### config.mk
export PLATFORM = sky130hd
export DESIGN_NAME = rgb_hue_decoder_flat
export DESIGN_NICKNAME = d
export VERILOG_FILES = /design/src/rtl/rgb_hue_decoder_if.sv /design/src/rtl/rgb_hue_decoder.sv /design/src/flat_wrapper.sv
export SDC_FILE = /design/constraint.sdc
export NUM_CORES = 1
export LEC_CHECK = 0
export ABC_AREA = 0
export CORE_UTILIZATION = 55
export DETAILED_ROUTE_END_ITERATION = 16
export MAX_ROUTING_LAYER = met4
export PLACE_DENSITY = 0.76
export REMOVE_ABC_BUFFERS = 1
export SKIP_LAST_GASP = 1
export SYNTH_ARGS = -nofsm -noshare
export SYNTH_HDL_FRONTEND = slang
export SYNTH_SLANG_ARGS = --single-unit
export TNS_END_PERCENT = 5
### constraint.sdc
create_clock -name clk -period 6.2 [get_ports clk]
set_clock_uncertainty 0.1 [all_clocks]
set_input_delay 1.55 -clock clk [delete_from_list [all_inputs] [get_ports clk]]
set_output_delay 1.55 -clock clk [all_outputs]
set_load 0.01 [all_outputs]
### src/rtl/rgb_hue_decoder_if.sv
// Request/result bundle for the RGB-to-hue decoder.
// The bus master drives a packed colour, and the decoder returns hue and amplitude.
interface rgb_hue_decoder_if #(
  parameter int W = 6,
  parameter int D = 10
);
  logic             start;
  logic [23:0]      rgb;
  logic             ready;
  logic [D-1:0]     noteHue_o;
  logic [W+D-1:0]   noteAmplitude_o;
  logic             data_v;

  modport master (
    output start, rgb,
    input  ready, noteHue_o, noteAmplitude_o, data_v
  );

  modport slave (
    input  start, rgb,
    output ready, noteHue_o, noteAmplitude_o, data_v
  );
endinterface

### src/rtl/rgb_hue_decoder.sv
// Recovers the D-bit hue and the W.D amplitude from a packed RGB word.
// It uses an iterative restoring divider and has a fixed latency of D+3 cycles.
//
// state | meaning
// IDLE  | ready, waiting for start
// PREP  | max/min/delta, sector and numerator from captured rgb
// DIV   | one quotient bit per cycle, down-counter from D-1 to 0
// SCALE | hue = sector.f * 1/6, amplitude from max, outputs registered
// DONE  | data_v high for this one cycle
module rgb_hue_decoder #(
  parameter int W      = 6,
  parameter int D      = 10,
  parameter int invSix = 171
) (
  input  logic             clk,
  input  logic             rst,
  rgb_hue_decoder_if.slave bus
);

  localparam int CW = (D > 1) ? $clog2(D) : 1;
  localparam int KW = $clog2(invSix + 1);
  localparam int PW = D + 3 + KW;
  localparam int HW = PW - D;
  localparam logic [HW-1:0] HUE_MAX = HW'((1 << D) - 1);

  typedef enum logic [2:0] {IDLE, PREP, DIV, SCALE, DONE} state_t;

  state_t          state;
  logic [23:0]     rgb_q;
  logic [2:0]      sector_q;
  logic [7:0]      delta_q;
  logic [7:0]      max_q;
  logic [8:0]      rem_q;
  logic [D-1:0]    quo_q;
  logic [CW-1:0]   cnt_q;
  logic [D-1:0]    hue_q;
  logic [W+D-1:0]  amp_q;
  logic            data_v_q;

  logic [7:0]      r_c, g_c, b_c, max_c, min_c, num_c;
  logic [2:0]      sector_c;

  always_comb begin
    r_c      = rgb_q[23:16];
    g_c      = rgb_q[15:8];
    b_c      = rgb_q[7:0];
    max_c    = '0;
    num_c    = '0;
    sector_c = '0;
    // Ties resolve toward R, then G, so a grey input always lands on the R branch.
    if (r_c >= g_c && r_c >= b_c) begin
      max_c = r_c;
      if (g_c >= b_c) begin
        sector_c = 3'd0;
        num_c    = g_c - b_c;
      end else begin
        sector_c = 3'd5;
        num_c    = r_c - b_c;
      end
    end else if (g_c >= b_c) begin
      max_c = g_c;
      if (r_c > b_c) begin
        sector_c = 3'd1;
        num_c    = g_c - r_c;
      end else begin
        sector_c = 3'd2;
        num_c    = b_c - r_c;
      end
    end else begin
      max_c = b_c;
      if (g_c > r_c) begin
        sector_c = 3'd3;
        num_c    = b_c - g_c;
      end else begin
        sector_c = 3'd4;
        num_c    = r_c - g_c;
      end
    end
    if (r_c <= g_c && r_c <= b_c)
      min_c = r_c;
    else if (g_c <= b_c)
      min_c = g_c;
    else
      min_c = b_c;
  end

  logic [9:0]      shift_c, diff_c;
  logic            ge_c;
  logic [8:0]      rem_nxt;
  logic [D-1:0]    quo_nxt;

  // When num == delta, every step subtracts, so the quotient saturates at all ones.
  always_comb begin
    shift_c = {rem_q, 1'b0};
    diff_c  = shift_c - {2'b00, delta_q};
    ge_c    = (shift_c >= {2'b00, delta_q});
    rem_nxt = ge_c ? 9'(diff_c) : 9'(shift_c);
    quo_nxt = {quo_q[D-2:0], ge_c};
  end

  logic            grey_c;
  logic [D-1:0]    f_c;
  logic [2:0]      sec_s;
  logic [D+2:0]    sum_c;
  logic [PW-1:0]   prod_c;
  logic [HW-1:0]   hue_full;
  logic [D-1:0]    hue_c;
  logic [D-1:0]    maxd_c;

  always_comb begin
    grey_c   = (delta_q == 8'd0);
    f_c      = grey_c ? '0 : quo_q;
    sec_s    = grey_c ? '0 : sector_q;
    sum_c    = {sec_s, f_c};
    prod_c   = PW'(sum_c) * PW'(invSix);
    hue_full = HW'(prod_c >> D);
    hue_c    = (hue_full > HUE_MAX) ? '1 : hue_full[D-1:0];
    // Replicating the top bits of max makes 0xFF map exactly to 2^D-1.
    maxd_c   = D'({max_q, max_q} >> (16 - D));
  end

  always_ff @(posedge clk) begin
    if (rst) begin
      state    <= IDLE;
      rgb_q    <= '0;
      sector_q <= '0;
      delta_q  <= '0;
      max_q    <= '0;
      rem_q    <= '0;
      quo_q    <= '0;
      cnt_q    <= '0;
      hue_q    <= '0;
      amp_q    <= '0;
      data_v_q <= 1'b0;
    end else begin
      data_v_q <= 1'b0;
      unique case (state)
        IDLE: begin
          if (bus.start) begin
            rgb_q <= bus.rgb;
            state <= PREP;
          end
        end
        PREP: begin
          sector_q <= sector_c;
          delta_q  <= max_c - min_c;
          max_q    <= max_c;
          rem_q    <= {1'b0, num_c};
          quo_q    <= '0;
          cnt_q    <= CW'(D - 1);
          state    <= DIV;
        end
        DIV: begin
          rem_q <= rem_nxt;
          quo_q <= quo_nxt;
          if (cnt_q == '0)
            state <= SCALE;
          else
            cnt_q <= cnt_q - 1'b1;
        end
        SCALE: begin
          hue_q    <= hue_c;
          amp_q    <= {{W{1'b0}}, maxd_c};
          data_v_q <= 1'b1;
          state    <= DONE;
        end
        DONE: begin
          state <= IDLE;
        end
        default: begin
          state <= IDLE;
        end
      endcase
    end
  end

  assign bus.ready           = (state == IDLE);
  assign bus.noteHue_o       = hue_q;
  assign bus.noteAmplitude_o = amp_q;
  assign bus.data_v          = data_v_q;

endmodule

### src/flat_wrapper.sv
// flat-port wrapper written by rule: the top's interface ports become plain ports
module rgb_hue_decoder_flat 
#(
  parameter int W      = 6,
  parameter int D      = 10,
  parameter int invSix = 171
)
  (clk, rst, bus_start, bus_rgb, bus_ready, bus_noteHue_o, bus_noteAmplitude_o, bus_data_v);
  rgb_hue_decoder_if #(.W(W), .D(D)) bus_i ();
  input  logic clk;
  input  logic rst;
  input wire logic [$bits(bus_i.start)-1:0] bus_start;
  input wire logic [$bits(bus_i.rgb)-1:0] bus_rgb;
  output wire logic [$bits(bus_i.ready)-1:0] bus_ready;
  output wire logic [$bits(bus_i.noteHue_o)-1:0] bus_noteHue_o;
  output wire logic [$bits(bus_i.noteAmplitude_o)-1:0] bus_noteAmplitude_o;
  output wire logic [$bits(bus_i.data_v)-1:0] bus_data_v;
  assign bus_i.start = bus_start;
  assign bus_i.rgb = bus_rgb;
  assign bus_ready = bus_i.ready;
  assign bus_noteHue_o = bus_i.noteHue_o;
  assign bus_noteAmplitude_o = bus_i.noteAmplitude_o;
  assign bus_data_v = bus_i.data_v;
  rgb_hue_decoder #(.W(W), .D(D), .invSix(invSix)) u_core (.clk(clk), .rst(rst), .bus(bus_i));
endmodule
Word level (Yosys, flattened, before mapping)
Index checks and enable logic that the tools add are counted.

operators by class
  $add $sub $neg = 9
  muxes and demuxes = 26
  equality and inequality tests = 6
  $mul = 1
  order comparisons = 10
  reductions and logical operators = 9

operator list
  kind                     count
  $mux W8                  9
  $sub A8 B8 Y8            7
  $ge A8 B8 Y1             3
  $le A8 B8 Y1             3
  $mul A13 B8 Y21 const B  1
  $mux W3                  7
  $mux W10                 2
  $pmux W10 S2             1
  $pmux W9 S2              1
  $gt A8 B8 Y1             2
  $pmux W3 S4              1
  $gt A11 B10 Y1 const B   1
  $ge A10 B8 Y1            1
  $mux W9                  1
  $sub A9 B8 Y9            1
  $logic_not A8 Y1         1
  $pmux W4 S2              1
  $eq A3 B2 Y1 const B     2
  $reduce_and A2 Y1        3
  $logic_not A4 Y1         1
  $mux W4                  1
  $ne A2 B2 Y1 const B     2
  $sub A4 B1 Y4 const B    1
  $eq A3 B1 Y1 const B     1
  other kinds (6)          7

word-level totals
  register bits = 90
  output and inout bits = 28
  input bits = 27

Longest topological paths before layout
Gate-level depths: netlist of the first run.

  depth in word-level cells = 5
  depth in mapped cells = 22
  mapped depth without buffers = 20

Worst setup path after synthesis of the first run
Ideal clock, no wire load.

  kind = register to register
  start point = reg u_core.delta_q[0]
  end point = reg u_core.hue_q[0] (netlist: u_core.bus.noteHue_o[0])
  buffers on the path = 1
  required time = 5.957 ns
  setup time = 0.143 ns
  path slack = 1.173 ns
  arrival time = 4.783 ns
  cell stages (with the launch flop) = 20
  cells stage by stage = dfxtp_1 > nor4_2 > nand2_2 > buf_2 > and2_1 > ha_1 > fa_1 > inv_1 > fa_1 > fa_1 > inv_1 > ha_1 > nand2_1 > o22ai_1 > a211oi_4 > a31oi_4 > a2111oi_2 > o41ai_2 > mux2i_2 > a211oi_1

on the way
  cells in the longest elaborated chain, start to end = 5
  elaborated cells on any way between the ends = 6
  classes of those cells = mul (1); order compare (1); mux (3); reduce/logical (1)

RTL lines
  element                              RTL line                                        RTL
  start, declared                      rgb_hue_decoder.sv:31                           logic [7:0] delta_q;
  start signal, assigned               rgb_hue_decoder.sv:146                          delta_q <= max_c - min_c;
  $logic_not A8 Y1 (*)                 rgb_hue_decoder.sv:111                          grey_c = (delta_q == 8'd0);
  $mux W10 or $mux W3 (tied branches)  rgb_hue_decoder.sv:112, rgb_hue_decoder.sv:113
  $mul A13 B8 Y21 (*)                  rgb_hue_decoder.sv:115                          prod_c = PW'(sum_c) * PW'(invSix);
  $gt A11 B10 Y1                       rgb_hue_decoder.sv:117                          hue_c = (hue_full > HUE_MAX) ? '1 : hue_full[D-1:0];
  $mux W10 (*)                         rgb_hue_decoder.sv:117
  end signal, assigned                 rgb_hue_decoder.sv:162                          hue_q <= hue_c;
  end, declared                        rgb_hue_decoder.sv:36                           logic [D-1:0] hue_q;

Mark *: on every way between the ends. The rest lies on a longest branch, timed or not.
A chain may end at the register's enable or synchronous reset.

Final worst setup path of the first run
  start point = reg u_core.delta_q[0]
  end point = reg u_core.hue_q[7] (netlist: u_core.bus.noteHue_o[7])

The elaborated chain is that of the path after synthesis.

==> results of run 1 <==
-- synthesized netlist by cell type (all sizes together), types with 3 or more instances --
cell	instances
o41ai	4
xnor2	30
ha	114
a21boi	9
nor3	22
a211o	3
a2111oi	4
o21ai	37
and2	14
o21a	6
o31ai	7
fa	33
inv	124
buf	34
nand4	9
nand3	7
and4	3
o22ai	3
mux2i	20
dfxtp	88
a22oi	13
a21oi	105
nand2	143
clkbuf	32
a31oi	15
nor2	94
and3b	3
o211ai	6
a211oi	25
nand2b	6
a21o	20
xor2	18
o21bai	9
nor4	5
o311ai	6
a221o	3
and3	7
nor2b	19
-- cells by family (layout without fill, tap and decap cells) --
group	after synthesis	after routing	share of synthesized area, %
adders and majority gates	147	147	23.6
muxes	23	23	2.82
and+or+nand+nor	346	346	18.2
AOI/OAI and AO/OA	289	289	21.7
DFF	88	88	19.9
other	1	6	0.0424
buffers and inverters	191	197	8.90
xor gates and xnor gates	48	48	4.76
-- worst max path at each step --
| stage | from | slack, ps | depth (start not counted) | endpoint |
|---|---|---|---|---|
| 4_1_cts | u_core.delta_q[0] | 740 | 16 | u_core.bus.noteHue_o[8] |
| 2_1_floorplan | u_core.delta_q[0] | 1240 | 18 | u_core.bus.noteHue_o[0] |
| 6_report | u_core.delta_q[0] | 820 | 16 | u_core.bus.noteHue_o[7] |
| 3_5_place_dp | u_core.delta_q[0] | 740 | 16 | u_core.bus.noteHue_o[8] |
| 5_1_grt | u_core.delta_q[0] | 340 | 16 | u_core.bus.noteHue_o[8] |
| 3_3_place_gp | u_core.delta_q[0] | 910 | 18 | u_core.bus.noteHue_o[0] |
-- metal layers --
layer | GRT usage, % | part of all wire [%] | wire length (um)
met2 | 46.2 | 47 | 10100
met1 | 35.5 | 45 | 9720
met4 | 8.03 | 2.2 | 465
met5 | - | 0 | 0
met3 | 4.03 | 5.3 | 1150
-- critical path: stages (launching register included) --
cell and delay [ps]:
sky130_fd_sc_hd__dfxtp_1 380, sky130_fd_sc_hd__nor4_2 350, sky130_fd_sc_hd__nand2_2 260, sky130_fd_sc_hd__and2_1 320, sky130_fd_sc_hd__ha_1 340, sky130_fd_sc_hd__fa_1 500
sky130_fd_sc_hd__fa_1 520, sky130_fd_sc_hd__inv_1 60, sky130_fd_sc_hd__fa_1 530, sky130_fd_sc_hd__inv_1 40, sky130_fd_sc_hd__ha_1 350, sky130_fd_sc_hd__nand3_1 100
sky130_fd_sc_hd__a21boi_0 350, sky130_fd_sc_hd__a2111oi_2 100, sky130_fd_sc_hd__o41ai_2 280, sky130_fd_sc_hd__mux2i_2 510, sky130_fd_sc_hd__a211oi_1 140
-- layout make-up --
| type | instances | share of cell area (%) |
|---|---|---|
| repair buffers | 56 | 5.56 |
| well taps | 211 | 2.74 |
| inverters | 125 | 4.88 |
| clock inverters | 7 | 0.624 |
| flip-flops and latches | 88 | 18.3 |
| clock buffers | 9 | 2.34 |
| multi-input cells | 859 | 65.5 |
-- report_power, final --
group / internal [mW] / leakage, nW / switching (mW)
clock network: 0.280 / 0.136 / 0.263
registers: 0.621 / 0.717 / 0.0649
logic: 0.653 / 3.33 / 0.998
-- sequential cells by signal, summed over array words and instances (netlist names) --
signal,count
u_core.max_q,8
u_core.bus.data_v,1
u_core.sector_q,3
u_core.cnt_q,4
u_core.quo_q,10
u_core.delta_q,8
u_core.state,3
u_core.bus.noteHue_o,10
u_core.bus.noteAmplitude_o,8
u_core.rgb_q,24
u_core.rem_q,9
==> flow_results.xml, run 1 <==
<?xml version="1.0" encoding="UTF-8"?>
<metrics>
  <group name="timing">
    <metric name="fin_ws" unit="ps">819</metric>
    <metric name="timing.final.setup_violations" unit="">0</metric>
    <metric name="rsz0062_at_grt" unit="">false</metric>
    <metric name="timing.final.max_slew_violations" unit="">0</metric>
    <metric name="hold-worst-slack" unit="ps">357</metric>
    <metric name="totalNegativeSetupSlack" unit="ps">0</metric>
    <metric name="time_the_worst_path_needs_with_i_o_delays_and_setup" unit="ps">5380</metric>
    <metric name="timing.fmax" unit="GHz">0.186</metric>
    <metric name="slew_of_the_pin_with_the_lowest_slew_margin" unit="ps">883</metric>
    <metric name="ratio_of_final_minimum_period_to_clock_period" unit="%">86.8</metric>
    <metric name="timing.final.hold_violations" unit="">0</metric>
    <metric name="timing.slew.headroom" unit="%">39.6</metric>
  </group>
  <group name="clock_tree">
    <metric name="cts_root_buf" unit="">sky130_fd_sc_hd__clkbuf_16</metric>
    <metric name="cts_tree" unit="">done</metric>
    <metric name="max-clock-path-buffers" unit="">2</metric>
    <metric name="cts.repair.resized" unit="">0</metric>
    <metric name="worstSkewPairLatency" unit="ps">360</metric>
    <metric name="post_cts_buffers" unit="">0</metric>
    <metric name="ctsHtreeMaxLevel" unit="">3</metric>
    <metric name="cts_num_sinks" unit="">88</metric>
    <metric name="clkSlewWorstSetupHoldPaths" unit="ps">70</metric>
    <metric name="cts_hold_repair.buffers" unit="">0</metric>
    <metric name="cts_inserted_buffers" unit="">9</metric>
  </group>
  <group name="cells_and_area">
    <metric name="drive_gt1_share" unit="%">4.90</metric>
    <metric name="fin_util" unit="%">62.4</metric>
    <metric name="nFillCells" unit="">1445</metric>
    <metric name="layout.cells.most_common" unit="">sky130_fd_sc_hd__nand2_1</metric>
    <metric name="nNetsFinal" unit="">1313</metric>
    <metric name="antenna_cells" unit="">0</metric>
    <metric name="fin_cells" unit="">1355</metric>
    <metric name="register_area" unit="um2">1760</metric>
    <metric name="most-common-layout-cells" unit="">sky130_fd_sc_hd__nand2_1 (142), sky130_fd_sc_hd__inv_1 (124), sky130_fd_sc_hd__ha_1 (114)</metric>
    <metric name="multiInputGateArea" unit="um2">6310</metric>
    <metric name="area_delta_synth_final" unit="%">8.89</metric>
    <metric name="final_design_area_no_fill" unit="um2">9620</metric>
  </group>
  <group name="floorplan">
    <metric name="placement_rows" unit="">45</metric>
    <metric name="floorplan.initialDensity" unit="%">57.3</metric>
    <metric name="floorplan.die.height" unit="um">129</metric>
    <metric name="floorplan.die_area" unit="um2">16600</metric>
    <metric name="fp.dieW" unit="um">129</metric>
    <metric name="design.portCount" unit="">55</metric>
    <metric name="coreArea" unit="um2">15400</metric>
  </group>
  <group name="global_routing">
    <metric name="grt_start_max_net_pins" unit="">55</metric>
    <metric name="globalRoute.totalOverflow" unit="">0</metric>
    <metric name="antenna_found_initial" unit="">0</metric>
    <metric name="gr-usage-all-layers" unit="%">28.0</metric>
    <metric name="grt_pass1_vias" unit="">7271</metric>
    <metric name="wire_length_of_the_first_global_routing_pass" unit="um">35800</metric>
  </group>
  <group name="yosys">
    <metric name="synth-seq-cells" unit="">88</metric>
    <metric name="synth_edf_count" unit="">0</metric>
    <metric name="synth.avg_cell_area" unit="um2">7.80</metric>
    <metric name="yosysSeqAreaShare" unit="%">19.9</metric>
    <metric name="postSynth.asyncResetShare" unit="%">0</metric>
    <metric name="synth_top_area_share" unit="%">19.9</metric>
    <metric name="synthTopCellsByArea" unit="">sky130_fd_sc_hd__dfxtp_1 (20%), sky130_fd_sc_hd__ha_1 (16%), sky130_fd_sc_hd__fa_1 (7.5%)</metric>
    <metric name="gate_count_post_synth" unit="">1133</metric>
    <metric name="synth_cell_type_count" unit="">84</metric>
    <metric name="synth.yosys.warnings" unit="">0</metric>
    <metric name="post_synthesis_instance_area" unit="um2">8840</metric>
    <metric name="post-synth-top-area-cell" unit="">sky130_fd_sc_hd__dfxtp_1</metric>
    <metric name="synth_ff_type" unit="">sky130_fd_sc_hd__dfxtp_1</metric>
  </group>
  <group name="worst_setup_path">
    <metric name="worst_reg2reg_setup_slack" unit="ps">820</metric>
    <metric name="crit_path_end_kind" unit="">flip-flop</metric>
    <metric name="critical_path_peak_fanout" unit="">18</metric>
    <metric name="timing_worst_setup_path_type" unit="">reg -&gt; reg</metric>
    <metric name="crit-reg2reg-capture" unit="">u_core.bus.noteHue_o[7]</metric>
    <metric name="worst-endpoint-arrival" unit="ps">5490</metric>
    <metric name="cp-start-kind" unit="">flip-flop</metric>
    <metric name="ff2ff_path_depth" unit="">16</metric>
    <metric name="required" unit="ps">6310</metric>
    <metric name="critical_path.reg2reg.startpoint" unit="">u_core.delta_q[0]</metric>
  </group>
  <group name="worst_hold_path">
    <metric name="whs_path_depth" unit="">2</metric>
    <metric name="class_of_the_tightest_hold_or_removal_check" unit="">reg -&gt; reg</metric>
    <metric name="hold_path.startpoint" unit="">u_core.max_q[6]</metric>
    <metric name="whs_endpoint" unit="">u_core.max_q[6]</metric>
  </group>
  <group name="placement">
    <metric name="detailedPlace.worstSlack" unit="ps">739</metric>
    <metric name="buffer_ports.inserted" unit="">48</metric>
    <metric name="placed_cells" unit="">1339</metric>
    <metric name="detailedPlacementHpwl" unit="um">16800</metric>
    <metric name="place_congestion" unit="">0.945</metric>
    <metric name="placed_area" unit="um2">9340</metric>
  </group>
  <group name="power_and_ir_drop">
    <metric name="power_per_cell_area" unit="nW/um2">299</metric>
    <metric name="p_total" unit="mW">2.88</metric>
    <metric name="total_leakage_power" unit="nW">4.18</metric>
    <metric name="ir_worst_vdd" unit="mV">0.179</metric>
  </group>
  <group name="job">
    <metric name="max_cap_violations" unit="">0</metric>
  </group>
  <group name="status">
    <metric name="status" unit="">completed</metric>
  </group>
  <group name="detailed_routing">
    <metric name="drt_first_iter_violations" unit="">504</metric>
    <metric name="detail_route.wl_per_cell" unit="um">15.8</metric>
    <metric name="vias" unit="">7714</metric>
    <metric name="drc" unit="">0</metric>
    <metric name="route.final.wire_length" unit="um">21500</metric>
    <metric name="firstDrtPassIters" unit="">7</metric>
    <metric name="route.antenna.remaining_nets" unit="">0</metric>
    <metric name="vias_per_cell" unit="">5.69</metric>
  </group>
</metrics>
No activity file was read; power rests on OpenSTA's default activity.
==> inputs of run 2 (changes only) <==
--- a/config.mk
+++ b/config.mk
@@ -6,11 +6,12 @@
 export NUM_CORES = 1
 export LEC_CHECK = 0
 export ABC_AREA = 0
+export CORE_MARGIN = 4
 export CORE_UTILIZATION = 55
 export DETAILED_ROUTE_END_ITERATION = 16
+export DONT_BUFFER_PORTS = 1
 export MAX_ROUTING_LAYER = met4
-export PLACE_DENSITY = 0.76
-export REMOVE_ABC_BUFFERS = 1
+export PLACE_DENSITY = 0.71
 export SKIP_LAST_GASP = 1
 export SYNTH_ARGS = -nofsm -noshare
 export SYNTH_HDL_FRONTEND = slang
==> run 2 against run 1 <==
  * Sequential share of layout area rose by 0.93 points
  * Total power shrank 1.0%
  * Sequential power is essentially flat
  * Via count shrank 2.6%
  * Maximum frequency shrank 0.81%
  * First-iteration DRC count is 16% lower
  * Critical path type unchanged
==> flow_results.xml, run 2 (synthesis gave the netlist of run 1 again) <==
<?xml version="1.0" encoding="UTF-8"?>
<metrics>
  <group name="status">
    <metric name="status" unit="">completed</metric>
  </group>
  <group name="worst_setup_path">
    <metric name="crit_path_end_kind" unit="">flip-flop</metric>
    <metric name="timing_worst_setup_path_type" unit="">reg -&gt; reg</metric>
    <metric name="critical_path.cell_chain" unit="">nor4_2 &gt; nand2_2 &gt; and2_1 &gt; ha_1 &gt; fa_1 &gt; inv_1 &gt; fa_1 &gt; fa_1 &gt; inv_1 &gt; ha_1 &gt; nand2_1 &gt; o22ai_1 &gt; a211oi_4 &gt; a31oi_4 &gt; a2111oi_2 &gt; o41ai_2 &gt; mux2i_2 &gt; a211oi_1</metric>
    <metric name="worst_reg2reg_setup_slack" unit="ps">780</metric>
    <metric name="required" unit="ps">6310</metric>
    <metric name="cpMaxStageDelayCell" unit="">sky130_fd_sc_hd__fa_1</metric>
    <metric name="delay_of_the_slowest_cell_on_the_worst_path" unit="ps">540</metric>
    <metric name="timing.critical_path.mode_cell" unit="">sky130_fd_sc_hd__fa_1</metric>
    <metric name="critical_path_peak_fanout" unit="">18</metric>
    <metric name="cp-start-kind" unit="">flip-flop</metric>
    <metric name="worst-endpoint-arrival" unit="ps">5530</metric>
  </group>
  <group name="cells_and_area">
    <metric name="antenna_cells" unit="">0</metric>
    <metric name="largest_reg_flops" unit="">24</metric>
    <metric name="area_delta_synth_final" unit="%">3.62</metric>
    <metric name="most-common-layout-cells" unit="">sky130_fd_sc_hd__nand2_1 (142), sky130_fd_sc_hd__inv_1 (124), sky130_fd_sc_hd__ha_1 (114)</metric>
    <metric name="nNetsFinal" unit="">1263</metric>
    <metric name="drive_gt1_share" unit="%">4.75</metric>
    <metric name="register_bank_with_the_most_flops" unit="">u_core.rgb_q</metric>
    <metric name="nFillCells" unit="">1520</metric>
    <metric name="layout.cells.most_common" unit="">sky130_fd_sc_hd__nand2_1</metric>
    <metric name="final_design_area_no_fill" unit="um2">9160</metric>
  </group>
  <group name="global_routing">
    <metric name="grt_pass1_vias" unit="">7349</metric>
    <metric name="antenna_found_initial" unit="">0</metric>
    <metric name="wire_length_of_the_first_global_routing_pass" unit="um">36300</metric>
    <metric name="globalRoute.totalOverflow" unit="">0</metric>
    <metric name="gr-usage-all-layers" unit="%">25.3</metric>
    <metric name="grt_start_max_net_pins" unit="">92</metric>
  </group>
  <group name="placement">
    <metric name="placed_area" unit="um2">8850</metric>
    <metric name="detailedPlacementHpwl" unit="um">17000</metric>
    <metric name="buffer_ports.inserted" unit="">0</metric>
    <metric name="place_congestion" unit="">0.945</metric>
  </group>
  <group name="detailed_routing">
    <metric name="drc" unit="">0</metric>
    <metric name="vias" unit="">7511</metric>
    <metric name="route.final.wire_length" unit="um">21900</metric>
    <metric name="detail_route.wl_per_cell" unit="um">16.7</metric>
    <metric name="drt_first_iter_violations" unit="">422</metric>
    <metric name="route.antenna.remaining_nets" unit="">0</metric>
    <metric name="vias_per_cell" unit="">5.73</metric>
    <metric name="firstDrtPassIters" unit="">5</metric>
  </group>
  <group name="timing">
    <metric name="time_the_worst_path_needs_with_i_o_delays_and_setup" unit="ps">5420</metric>
    <metric name="ratio_of_final_minimum_period_to_clock_period" unit="%">87.5</metric>
    <metric name="rsz0062_at_grt" unit="">false</metric>
    <metric name="timing.final.setup_violations" unit="">0</metric>
    <metric name="timing.final.hold_violations" unit="">0</metric>
    <metric name="slew_of_the_pin_with_the_lowest_slew_margin" unit="ps">935</metric>
    <metric name="timing.final.max_slew_violations" unit="">0</metric>
    <metric name="totalNegativeSetupSlack" unit="ps">0</metric>
    <metric name="timing.fmax" unit="GHz">0.184</metric>
    <metric name="timing.slew.headroom" unit="%">37.3</metric>
  </group>
  <group name="clock_tree">
    <metric name="cts_root_buf" unit="">sky130_fd_sc_hd__clkbuf_16</metric>
    <metric name="cts_tree" unit="">done</metric>
    <metric name="cts_hold_repair.buffers" unit="">0</metric>
    <metric name="post_cts_buffers" unit="">0</metric>
    <metric name="worstSkewPairLatency" unit="ps">360</metric>
    <metric name="cts.repair.resized" unit="">0</metric>
    <metric name="clkSlewWorstSetupHoldPaths" unit="ps">70</metric>
    <metric name="ctsHtreeMaxLevel" unit="">3</metric>
    <metric name="max-clock-path-buffers" unit="">2</metric>
    <metric name="cts_num_sinks" unit="">88</metric>
    <metric name="cts_inserted_buffers" unit="">9</metric>
  </group>
  <group name="job">
    <metric name="max_cap_violations" unit="">0</metric>
  </group>
  <group name="floorplan">
    <metric name="coreArea" unit="um2">15800</metric>
    <metric name="floorplan.initialDensity" unit="%">55.8</metric>
    <metric name="placement_rows" unit="">46</metric>
    <metric name="design.portCount" unit="">55</metric>
    <metric name="floorplan.die_area" unit="um2">18200</metric>
    <metric name="floorplan.die.height" unit="um">135</metric>
    <metric name="fp.dieW" unit="um">135</metric>
  </group>
  <group name="power_and_ir_drop">
    <metric name="total_leakage_power" unit="nW">4.01</metric>
    <metric name="ir_worst_vdd" unit="mV">0.171</metric>
    <metric name="power_per_cell_area" unit="nW/um2">311</metric>
  </group>
  <group name="worst_hold_path">
    <metric name="class_of_the_tightest_hold_or_removal_check" unit="">reg -&gt; reg</metric>
  </group>
</metrics>
run 2: cell types whose count changed in the layout (fill, tap and decap cells not counted), sizes merged:
cell / before / now
clkinvlp: 2 / 1
bufinv: 0 / 1
clkbuf: 9 / 10
inv: 128 / 127
buf: 9 / 6
clkdlybuf4s50: 47 / 0
run 2: metrics by stage:
step / hold WS (ps) / total power [mW] / setup WS, ps / std cells / util [%]
2_1_floorplan: 332 / 1.95 / 1170 / 1138 / -
3_3_place_gp: 339 / 2.25 / 886 / 1294 / 55.9
3_5_place_dp: 342 / 2.27 / 746 / 1294 / 55.9
4_1_cts: 351 / 2.85 / 730 / 1310 / 57.9
5_1_grt: 374 / 3.07 / 384 / 1310 / 57.9
6_report: 349 / 2.85 / 775 / 1310 / 57.9
run 2: metal layers:
metal | part of all wire [%] | GRT usage (%) | vias up | wire length [um]
met3 | 4.3 | 3.39 | 41 | 939
met1 | 45 | 32.0 | 3544 | 9850
li1 | - | - | 3761 | -
met5 | 0 | - | - | 0
met4 | 2.9 | 8.65 | 0 | 645
met2 | 48 | 41.9 | 165 | 10500
run 2: critical path, delay by kind of cell, from the launching register on:
family | cells | cell delay (ps)
AO/OA/AOI/OAI | 6 | 1220
adder cells (fa/ha/maj) | 5 | 2050
buffers and inverters | 2 | 90
flip-flops | 1 | 370
multiplexers | 1 | 450
AND/OR/NAND/NOR | 4 | 990
run 2: power by group:
group	total, mW	switching [mW]	leakage [nW]	internal, mW
Combinational	1.60	0.967	3.14	0.631
Clock	0.566	0.247	0.146	0.319
Sequential	0.685	0.0647	0.717	0.621
Total	2.85	1.28	4.01	1.57
run 2: layout make-up:
| cell class | count | area (um2) | area share, % |
|---|---|---|---|
| Clock inverter | 6 | 75.1 | 0.820 |
| Sequential cell | 88 | 1760 | 19.2 |
| Inverter | 125 | 469 | 5.12 |
| Multi-Input combinational cell | 859 | 6310 | 68.9 |
| Clock buffer | 10 | 229 | 2.50 |
| Timing Repair Buffer | 6 | 45.0 | 0.492 |
| Tap cell | 216 | 270 | 2.95 |
run 2: final timing paths:
kind / end / startpoint / cells after the start
max: u_core.bus.noteHue_o[5] / u_core.delta_q[0] / 18
min: u_core.bus.noteAmplitude_o[1] / u_core.max_q[7] / 2
max reg2reg: u_core.bus.noteHue_o[5] / u_core.delta_q[0] / 18
min reg2reg: u_core.bus.noteAmplitude_o[1] / u_core.max_q[7] / 2
==> patch, RTL diff (settings of run 1) <==
Reset style: asynchronous (`rst`), changed in one clocked block.
--- a/src/rtl/rgb_hue_decoder.sv
+++ b/src/rtl/rgb_hue_decoder.sv
@@ -121,3 +121,3 @@
 
-  always_ff @(posedge clk) begin
+  always_ff @(posedge clk or posedge rst) begin
     if (rst) begin
Behaviour: differs if rst is asserted again (counterexample within 4 cycles, from zero or initial values and one cycle with rst high); with rst held inactive, the same outputs for 10 cycles.
==> patch against run 1 <==
Synthesized cell count shrank 8.8%; wire length decreased by 4.4%; critical path type unchanged; setup slack worse by 390 ps; sequential cell count did not move; cell area hardly changed; synthesized area fell by 1.5%.
Power is not shown: default switching activity piles up to over one toggle a cycle in this logic, so the estimate is an artifact.
==> patch: results (changes against run 1) <==
Route
  – Via density: 5.65 (-0.79%)
  – Iteration-0 DRC count of the detailed router: 591 (+17%)
  – DR pass1 iterations: 5 (-2)
  – WL/cell: 16.2 um (+2.0%)

Clock tree
  – Clock Tree Buf Depth: 2 (unchanged)
  – Depth of the CTS H-tree: 3 (unchanged)
  – TritonCTS buffer count: 9 (unchanged)

Critical path
  – RR Startpoint: u_core.delta_q[0]
  – FF-to-FF setup slack: 430 ps (-390 ps)
  – WP data arrival: 5880 ps (+390 ps)
  – R2R depth: 18 (+2)
  – Worst R2R End: u_core.bus.noteHue_o[8]
  – Critical path fanouts, max: 17 (-1)

Hold path
  – Hold path startpoint: u_core.max_q[2]
  – Min-Delay Path Class: register to register
  – Min-Delay Endpoint: u_core.bus.noteAmplitude_o[4]

Final layout
  – Layout Nets: 1228 (-6.5%)
  – ANT cells: 0 (unchanged)
  – Share of cells above drive strength 1: 0.0425 (-0.00646)

Placed design
  – Hpwl dp: 16.3 mm (-2.8%)
  – Port Buffer Count: 48 (unchanged)
  – Final GP Congestion: 0.935 (-1.1%)

Global route
  – First-pass GRT wire length: 34.4 mm (-3.9%)
  – Via count of the first global-routing pass: 6993 (-3.8%)
  – All-Layer GR Usage: 0.277 (-0.00252)

Logic synthesis
  – Post-synthesis sequential area ratio: 0.253 (+0.0535)
  – Synth area leaders: dfrtp_1, ha_1, fa_1
  – Most used DFF post-synth: dfrtp_1
  – Ys async rst share: 1.00 (+1.00)
  – Commonest cells in the netlist: nand2_1, ha_1, inv_1, dfrtp_1, nor2_1
  – Netlist cell types: 66 (-21%)

Status
  – Status: finished clean

Timing
  – Slew @ Worst Pin: 1060 ps (+175 ps)
patch: changes by cell type after synthesis, sizes merged, moves of 16 or more:
cell	change
a211oi	-16
a21oi	-46
buf	-21
dfrtp	+88
dfxtp	-88
nand2	-28
nor2	-21
o21ai	+46
patch: per-stage QoR:
step / hold WS (ps) / setup slack (ps) / instance area (um^2) / std cells
after floorplan: 335 / 671 / 8500 / 986
after global placement: 348 / 355 / 9320 / 1254
after detailed placement: 357 / 258 / 9320 / 1254
after CTS: 369 / 258 / 9620 / 1270
after global routing: 392 / 142 / 9630 / 1270
final: 366 / 428 / 9630 / 1270
patch: cells by family (layout without fill, tap and decap cells):
group	Yosys count	count (layout)	synth area share
DFF	88	88	0.253
and+or+nand+nor	297	297	0.158
adders and majority gates	147	147	0.240
buffers and inverters	164	185	0.0743
muxes	27	27	0.0320
AOI/OAI and AO/OA	251	251	0.182
xor gates and xnor gates	58	58	0.0608
other	1	6	0.000431
patch: worst max-delay path by stage:
stage | from | depth (start not counted) | to | slack (ps)
3_5_place_dp | u_core.delta_q[0] | 18 | u_core.bus.noteHue_o[3] | 260
6_report | u_core.delta_q[0] | 18 | u_core.bus.noteHue_o[8] | 430
5_1_grt | u_core.delta_q[0] | 18 | u_core.bus.noteHue_o[3] | 140
2_1_floorplan | u_core.delta_q[0] | 18 | u_core.bus.noteHue_o[0] | 670
4_1_cts | u_core.delta_q[0] | 18 | u_core.bus.noteHue_o[3] | 260
3_3_place_gp | u_core.delta_q[0] | 18 | u_core.bus.noteHue_o[1] | 360
patch: repair_timing:
item / 4_1_cts / 5_1_grt
endpoints found under the setup margin: 0 / 8
resized for setup: 0 / 2
endpoints found under the hold margin: 0 / 0
hold buffers: 0 / 0
buffers inserted: 0 / 0
patch: final cells by class:
cell class              instances  area (um^2)
clock buffers                  10          229
clock inverters                 6         67.6
fillers                      1374         5680
inverters                     112          422
multi-input cells             786         5900
flip-flops and latches         88         2200
well taps                     211          264
repair buffers                 57          548
patch: critical path: stages (launching register included):
cell      delay (ps)
dfrtp_1          440
or4_4            570
or2_4            310
and2_1           250
ha_1             330
fa_1             490
fa_1             550
inv_1             50
fa_1             520
inv_1             40
ha_1             290
and4_1           160
a21oi_1          110
o21ai_0          150
o21a_1           250
o221a_4          270
a211oi_4         330
xor2_4           280
a31oi_1          130
patch: layer usage:
metal | GRT usage | routed length (um) | share of wire | up-vias
met3 | 0.0301 | 712 | 0.035 | 42
met1 | 0.338 | 9070 | 0.44 | 3401
met2 | 0.472 | 10200 | 0.50 | 185
li1 | - | - | - | 3545
met4 | 0.111 | 541 | 0.026 | 0
met5 | - | 0 | 0 | -
